===== config.mk =====
export PLATFORM = sky130hd
export DESIGN_NAME = csa_stream_ctrl
export DESIGN_NICKNAME = d
export VERILOG_FILES = /design/src/rtl/csa_pkg.sv /design/src/rtl/stream_byte.sv /design/src/rtl/csa_stream_ctrl.sv
export SDC_FILE = /design/constraint.sdc
export NUM_CORES = 1
export LEC_CHECK = 0
export ABC_AREA = 0
export CORE_ASPECT_RATIO = 1.25
export CORE_MARGIN = 10
export CORE_UTILIZATION = 35
export DETAILED_ROUTE_END_ITERATION = 8
export HOLD_SLACK_MARGIN = 0.12
export PLACE_DENSITY = 0.63
export SYNTH_ARGS = -nofsm -noshare
export SYNTH_HDL_FRONTEND = slang
export SYNTH_HIERARCHICAL = 1
export SYNTH_SLANG_ARGS = --single-unit

===== constraint.sdc =====
create_clock -name clk -period 6.2 [get_ports clk]
set_clock_uncertainty 0.1 [all_clocks]
set_input_delay 0.62 -clock clk [delete_from_list [all_inputs] [get_ports clk]]
set_output_delay 0.62 -clock clk [all_outputs]
set_load 0.01 [all_outputs]

===== src/rtl/csa_pkg.sv =====
// Shared definitions for the CSA stream-cipher sequencer: register widths,
// controller state encoding, the packed cipher state, S-box tables and the
// common-key loader.
package csa_pkg;

    localparam int A_W   = 40;
    localparam int B_W   = 40;
    localparam int NIB_W = 4;

    typedef enum logic [1:0] {
        ST_IDLE  = 2'd0,
        ST_INIT  = 2'd1,
        ST_RUN   = 2'd2,
        ST_DRAIN = 2'd3
    } ctrl_state_e;

    // Nibble n (1..10) of A/B lives at bits [4n-1:4n-4]; the shift register
    // therefore moves towards the MSB and nibble 10 is the top nibble.
    typedef struct packed {
        logic [A_W-1:0]   a;
        logic [B_W-1:0]   b;
        logic [NIB_W-1:0] d;
        logic [NIB_W-1:0] e;
        logic [NIB_W-1:0] f;
        logic [NIB_W-1:0] x;
        logic [NIB_W-1:0] y;
        logic [NIB_W-1:0] z;
        logic             p;
        logic             q;
        logic             r;
    } cipher_state_t;

    // 5-in/2-out S-boxes, entry 0 in the two MSBs, entry 31 in the two LSBs.
    localparam logic [63:0] SBOX1 = 64'h85BC_E853_3CA5_A35C;
    localparam logic [63:0] SBOX2 = 64'hD2BC_7906_D3E2_069D;
    localparam logic [63:0] SBOX3 = 64'h86BD_53C8_71CA_863D;
    localparam logic [63:0] SBOX4 = 64'hDB26_61C3_4DB3_3869;
    localparam logic [63:0] SBOX5 = 64'h81EE_1F49_B835_4ED2;
    localparam logic [63:0] SBOX6 = 64'h1B68_1CB7_B2C5_963C;
    localparam logic [63:0] SBOX7 = 64'h3AC1_C769_4F16_B4B2;

    function automatic logic [1:0] sbox_lookup(input logic [63:0] tbl, input logic [4:0] idx);
        return tbl[6'd62 - {idx, 1'b0} +: 2];
    endfunction

    // Common key: upper word into A, lower word into B, everything else cleared.
    function automatic cipher_state_t key_to_state(input logic [63:0] ck);
        cipher_state_t s;
        s   = '0;
        s.a = {8'h00, ck[63:32]};
        s.b = {8'h00, ck[31:0]};
        return s;
    endfunction

endpackage


===== src/rtl/stream_byte.sv =====
// Combinational CSA stream-cipher round: four 2-bit iterations that advance
// the cipher state by one byte and produce one output byte.
module stream_byte
    import csa_pkg::*;
(
    input  cipher_state_t cur,
    input  logic          init,
    input  logic [7:0]    sb,
    output cipher_state_t nxt,
    output logic [7:0]    op
);

    typedef struct packed {
        cipher_state_t s;
        logic [1:0]    bits;
    } step_t;

    // One iteration; a_in feeds the A feedback, b_in the B feedback (init only).
    function automatic step_t step(input cipher_state_t s, input logic ini,
                                   input logic [3:0] a_in, input logic [3:0] b_in);
        step_t      o;
        logic [1:0] s1, s2, s3, s4, s5, s6, s7;
        logic [3:0] extra_b, next_a1, next_b1, d_new;
        logic [4:0] sum;

        s1 = sbox_lookup(SBOX1, {s.a[12], s.a[2],  s.a[21], s.a[27], s.a[32]});
        s2 = sbox_lookup(SBOX2, {s.a[5],  s.a[10], s.a[23], s.a[24], s.a[33]});
        s3 = sbox_lookup(SBOX3, {s.a[3],  s.a[4],  s.a[17], s.a[19], s.a[22]});
        s4 = sbox_lookup(SBOX4, {s.a[11], s.a[1],  s.a[7],  s.a[14], s.a[28]});
        s5 = sbox_lookup(SBOX5, {s.a[18], s.a[15], s.a[20], s.a[29], s.a[34]});
        s6 = sbox_lookup(SBOX6, {s.a[9],  s.a[13], s.a[16], s.a[26], s.a[35]});
        s7 = sbox_lookup(SBOX7, {s.a[6],  s.a[8],  s.a[25], s.a[30], s.a[31]});

        extra_b = {s.b[8]  ^ s.b[21] ^ s.b[26] ^ s.b[35],
                   s.b[20] ^ s.b[29] ^ s.b[11] ^ s.b[14],
                   s.b[19] ^ s.b[30] ^ s.b[12] ^ s.b[17],
                   s.b[34] ^ s.b[23] ^ s.b[9]  ^ s.b[28]};

        next_a1 = s.a[39:36] ^ s.x;
        if (ini) next_a1 = next_a1 ^ s.d ^ a_in;
        next_b1 = s.b[27:24] ^ s.b[39:36] ^ s.y;
        if (ini) next_b1 = next_b1 ^ b_in;
        if (s.p) next_b1 = {next_b1[2:0], next_b1[3]};

        d_new = s.e ^ s.z ^ extra_b;
        sum   = {1'b0, s.z} + {1'b0, s.e} + {4'b0000, s.r};

        o.s   = s;
        o.s.d = d_new;
        o.s.e = s.f;
        if (s.q) begin
            o.s.f = sum[3:0];
            o.s.r = sum[4];
        end else begin
            o.s.f = s.e;
        end
        o.s.a  = {s.a[A_W-5:0], next_a1};
        o.s.b  = {s.b[B_W-5:0], next_b1};
        o.s.x  = {s4[0], s3[0], s2[1], s1[1]};
        o.s.y  = {s6[0], s5[0], s4[1], s3[1]};
        o.s.z  = {s2[0], s1[0], s6[1], s5[1]};
        o.s.p  = s7[1];
        o.s.q  = s7[0];
        o.bits = {d_new[3] ^ d_new[2], d_new[1] ^ d_new[0]};
        return o;
    endfunction

    cipher_state_t s_work;
    step_t         r_work;

    // Chain four iterations; the high nibble of sb drives A on even iterations.
    always_comb begin
        // NOTE: outputs and working variables get a value before any branch, and
        // blocking '=' is used here so each iteration sees the previous result.
        s_work = cur;
        r_work = '0;
        op     = '0;
        for (int j = 0; j < 4; j++) begin
            if (j % 2 == 0) r_work = step(s_work, init, sb[7:4], sb[3:0]);
            else            r_work = step(s_work, init, sb[3:0], sb[7:4]);
            s_work = r_work.s;
            op     = {op[5:0], r_work.bits};
        end
        nxt = s_work;
    end

endmodule


===== src/rtl/csa_stream_ctrl.sv =====
// CSA stream-cipher sequencer: key load, 8-byte IV initialisation, then a
// keystream byte per cycle behind a valid/ready output register.
module csa_stream_ctrl
    import csa_pkg::*;
#(
    parameter int LEN_W = 8
) (
    input  logic             clk,
    input  logic             rst_n,
    input  logic             key_load,
    input  logic [63:0]      ck,
    input  logic             start,
    input  logic [63:0]      iv,
    input  logic [LEN_W-1:0] ks_len,
    output logic [7:0]       ks_data,
    output logic             ks_valid,
    input  logic             ks_ready,
    output logic             ks_last,
    output logic             busy,
    output logic             done
);

    ctrl_state_e      state_q, state_d;
    cipher_state_t    cs_q, cs_next;
    logic [63:0]      iv_q;       // shifts left so the current IV byte is on top
    logic [2:0]       idx_q;
    logic [LEN_W-1:0] left_q;     // bytes still to be generated
    logic             sb_init;
    logic [7:0]       sb_in;
    logic [7:0]       sb_op;
    logic             load_byte;

    assign sb_init = (state_q == ST_INIT);
    assign sb_in   = sb_init ? iv_q[63:56] : 8'h00;
    assign busy    = (state_q != ST_IDLE);

    stream_byte u_stream_byte (
        .cur  (cs_q),
        .init (sb_init),
        .sb   (sb_in),
        .nxt  (cs_next),
        .op   (sb_op)
    );

    // Next state and the "evaluate a keystream byte this cycle" decision.
    always_comb begin
        state_d   = state_q;
        load_byte = 1'b0;
        unique case (state_q)
            ST_IDLE:  if (start) state_d = ST_INIT;
            ST_INIT:  if (idx_q == 3'd7) state_d = ST_RUN;
            ST_RUN: begin
                if (left_q == '0) begin
                    state_d = ST_IDLE;
                end else if (!ks_valid || ks_ready) begin
                    load_byte = 1'b1;
                    if (left_q == LEN_W'(1)) state_d = ST_DRAIN;
                end
            end
            ST_DRAIN: if (ks_ready) state_d = ST_IDLE;
            default:  state_d = ST_IDLE;
        endcase
    end

    // Controller state register.
    always_ff @(posedge clk or negedge rst_n) begin
        if (!rst_n) state_q <= ST_IDLE;
        else        state_q <= state_d;
    end

    // Cipher state, IV shifter, counters and the output register.
    always_ff @(posedge clk or negedge rst_n) begin
        if (!rst_n) begin
            cs_q     <= '0;
            iv_q     <= '0;
            idx_q    <= '0;
            left_q   <= '0;
            ks_data  <= '0;
            ks_valid <= 1'b0;
            ks_last  <= 1'b0;
            done     <= 1'b0;
        end else begin
            done <= 1'b0;
            unique case (state_q)
                ST_IDLE: begin
                    if (key_load) cs_q <= key_to_state(ck);
                    if (start) begin
                        iv_q   <= iv;
                        left_q <= ks_len;
                        idx_q  <= '0;
                    end
                end
                ST_INIT: begin
                    cs_q  <= cs_next;
                    iv_q  <= {iv_q[55:0], 8'h00};
                    idx_q <= idx_q + 3'd1;
                end
                ST_RUN: begin
                    if (left_q == '0) begin
                        done <= 1'b1;
                    end else if (load_byte) begin
                        cs_q     <= cs_next;
                        ks_data  <= sb_op;
                        ks_valid <= 1'b1;
                        ks_last  <= (left_q == LEN_W'(1));
                        left_q   <= left_q - LEN_W'(1);
                    end
                end
                ST_DRAIN: begin
                    if (ks_ready) begin
                        ks_valid <= 1'b0;
                        ks_last  <= 1'b0;
                        done     <= 1'b1;
                    end
                end
                default: ;
            endcase
        end
    end

endmodule

==> reports/summary.json <==
{
  "status": "complete, no violations",
  "dominantRegCellSynth": "sky130_fd_sc_hd__dfrtp_1",
  "tns_ns": 0,
  "wire_per_inst_microns": 20.7,
  "synth_sequential_area_ratio_pct": 28.6,
  "worst_setup_hold_path_clk_slew_ns": 0.09,
  "final-hold-violation-count": 0,
  "drtPass1Iterations": 7,
  "fp.dieH_microns": 267,
  "antenna_violating_nets_post_route": 0,
  "cts_tree": "yes",
  "critPathMostFrequentCell": "sky130_fd_sc_hd__a21o_1",
  "final_layout_size_suffix_gt1_share_pct": 8.09,
  "worst_ep_arrival_time_ns": 6.19,
  "clock_tree.buffer_depth": 2,
  "mostFrequentLayoutCells": "sky130_fd_sc_hd__nand2_1, sky130_fd_sc_hd__dfrtp_1, sky130_fd_sc_hd__mux2i_1",
  "worst_ep_required_time_ns": 6.48,
  "post-route-util_pct": 40.6,
  "rsz_0062_raised_after_global_routing": "no",
  "totalWireLength_mm": 53.7,
  "critical_path.slowest_cell": "sky130_fd_sc_hd__fa_1",
  "netlist.top_cell.by_area": "sky130_fd_sc_hd__dfrtp_1",
  "ff2ff_path_depth": 22,
  "detailedPlace.worstSlack_ns": 0.151,
  "period_minus_slack_ns": 5.92,
  "worst_pin_slew_ns": 1.03,
  "cts_made_buffers": 17,
  "placement_rows": 90,
  "core_sq_mm": 0.0482,
  "final_critical_path_setup_slack_ns": 0.282,
  "synth_largest_type_area_fraction_pct": 28.6,
  "worst_setup_path_category": "reg -> reg",
  "syn_inst": 1885,
  "synth_fp_nets": 2188,
  "port_buffers": 152,
  "dr.first_iter.drc_count": 954,
  "postSynthRegisterBits": 195,
  "synthTopCellsByArea": "sky130_fd_sc_hd__dfrtp_1, sky130_fd_sc_hd__mux2i_1, sky130_fd_sc_hd__ha_1, sky130_fd_sc_hd__xnor2_1, sky130_fd_sc_hd__nand2_1",
  "clock_tree.htree_level_count": 4,
  "gr-usage-all-layers_pct": 18.4,
  "cts.sinks": 195,
  "clock-root-buffer": "sky130_fd_sc_hd__clkbuf_16",
  "min_period_over_period_pct": 95.5,
  "io_pins": 153,
  "synth-warning-count": 6,
  "clock_latency_reported_for_the_late_side_of_the_worst_skew_pair_ns": 0.48,
  "final_common_cell": "sky130_fd_sc_hd__nand2_1",
  "startpoint_type": "flop",
  "slew_viol_final": 0,
  "timing.critical_path.to_type": "flop",
  "detailed_place_hpwl_mm": 41.2,
  "nets": 2242,
  "critical_path.cell_chain": "buf_4 > ha_1 > o311ai_0 > a32oi_2 > fa_2 > fa_1 > a21o_1 > a21o_1 > mux2_2 > fa_1 > fa_2 > a21o_1 > a21o_1 > mux2i_2 > fa_1 > inv_1 > fa_1 > a21o_1 > a211oi_1 > a21oi_1 > nand3_1 > nand2_1",
  "max-cap-violations": 0,
  "die_w_microns": 217,
  "route.vias.total": 13700,
  "die-area_sq_mm": 0.0580,
  "min_delay_worst_type": "in -> async",
  "setup_viol_count_final": 0,
  "synth_area_per_cell_sq_um": 9.05,
  "worst_path_largest_cell_delay_ns": 0.46,
  "floorplan.initialDensity_pct": 35.4,
  "critical_path.max_fanout": 6,
  "wire_length_of_the_first_global_routing_pass_mm": 82.5,
  "antenna_found_initial": 5,
  "mappedNetlistArea_sq_mm": 0.0171,
  "relSlewSlack_pct": 31.4,
  "drcViolationCount": 0,
  "number_of_global_route_vias_before_repair": 13600,
  "count_of_flip_flops_with_a_built_in_enable_after_synthesis": 0,
  "asyncSetResetFlopFracSynth_pct": 100,
  "globalplace.congestion": 0.965,
  "ys_types": 70,
  "grt_overflow": 0,
  "layout-area-overhead-vs-synth_pct": 14.7,
  "achievable-frequency_ghz": 0.169,
  "grt_max_degree": 113,
  "post_drt_via_cell_ratio": 5.29
}
## state kept, by name, summed over array words and instances, names as in the netlist
register and cells:
ks_valid 1, left_q 8, done 1, state_q 2, cs_q 107, idx_q 3, ks_last 1, iv_q 64
ks_data 8
## cell families after synthesis
kind of cell	count (synthesis)	synth area share, %
AOI/OAI and AO/OA	369	12.9
xor gates and xnor gates	187	10.9
adders and majority gates	162	12.2
buffers and inverters	243	6.79
DFF	195	28.6
muxes	249	16.5
and+or+nand+nor	480	12.1
## worst max-delay path, delay by kind of cell, from the launching register on
family	cells	cell delay, ns
fa+ha+maj	7	2.58
compound gates	9	1.81
mux	2	0.51
flops	1	0.40
buf+inv	2	0.23
simple gates	2	0.18
## what timing repair did
action / in CTS / in global routing
gates resized for setup: 0 / 6
hold endpoints to repair: 0 / 0
buffers inserted: 0 / 1
hold buffers: 0 / 0
endpoints found under the setup margin: 0 / 1
## worst paths after layout
path                           from         to  slack, ns
max                        cs_q[96]    cs_q[0]       0.28
min                           rst_n  left_q[4]       0.09
max reg2reg                cs_q[96]    cs_q[0]       0.28
min reg2reg                iv_q[20]   iv_q[20]       0.38
max in group asynchronous     rst_n   iv_q[22]       4.78
min in group clk           iv_q[20]   iv_q[20]       0.38
## area by class of cell
| type | instances | area, sq um |
|---|---|---|
| inverters | 79 | 297 |
| flip-flops and latches | 195 | 4880 |
| multi-input cells | 1447 | 11100 |
| clock buffers | 18 | 439 |
| fillers | 4821 | 28600 |
| well taps | 644 | 806 |
| clock inverters | 14 | 159 |
| diodes | 2 | 5.00 |
| repair buffers | 199 | 1890 |
## synthesized netlist by cell type (all sizes together) (2+ instances only)
| library cell | count |
|---|---|
| mux2 | 31 |
| buf | 90 |
| nand2b | 6 |
| xor3 | 3 |
| mux2i | 196 |
| xnor2 | 135 |
| a32o | 2 |
| fa | 8 |
| or3 | 9 |
| o31ai | 3 |
| nor2 | 64 |
| nor3 | 11 |
| a31oi | 11 |
| nand3b | 2 |
| nand3 | 53 |
| ha | 154 |
| nor2b | 19 |
| clkbuf | 74 |
| and2 | 10 |
| inv | 77 |
| xnor3 | 12 |
| o21ai | 195 |
| a22oi | 2 |
| a2bb2oi | 6 |
| a21boi | 3 |
| o221ai | 6 |
| and3 | 2 |
| a221oi | 9 |
| or3b | 2 |
| a21o | 12 |
| a211oi | 16 |
| a211o | 5 |
| o22ai | 6 |
| nor3b | 3 |
| nand2 | 295 |
| a32oi | 4 |
| a21oi | 63 |
| o211ai | 12 |
| o2111ai | 3 |
| mux4 | 22 |
| clkinv | 2 |
| o21a | 2 |
| dfrtp | 195 |
| xor2 | 37 |
## routing by layer
layer / vias up / track usage, % / part of all wire (%)
met1: 6701 / 21.8 / 41
met2: 418 / 30.9 / 49
met4: 10 / 8.99 / 4.6
met3: 87 / 4.02 / 5.5
li1: 6529 / - / -
met5: - / 0 / 0.11
## stage by stage
stage | hold slack (ns) | std cells | instance area (sq um)
CTS | 0.121 | 2595 | 19500
global route | 0.135 | 2596 | 19600
finish | 0.0870 | 2598 | 19600
floorplan | 0.224 | 1885 | 17100
detailed placement | 0.368 | 2563 | 18900
global placement | 0.356 | 2563 | 18900
Power is left out: the tool's default activity adds up to more than one toggle a clock period on the data nets, which glitch-free logic cannot reach.
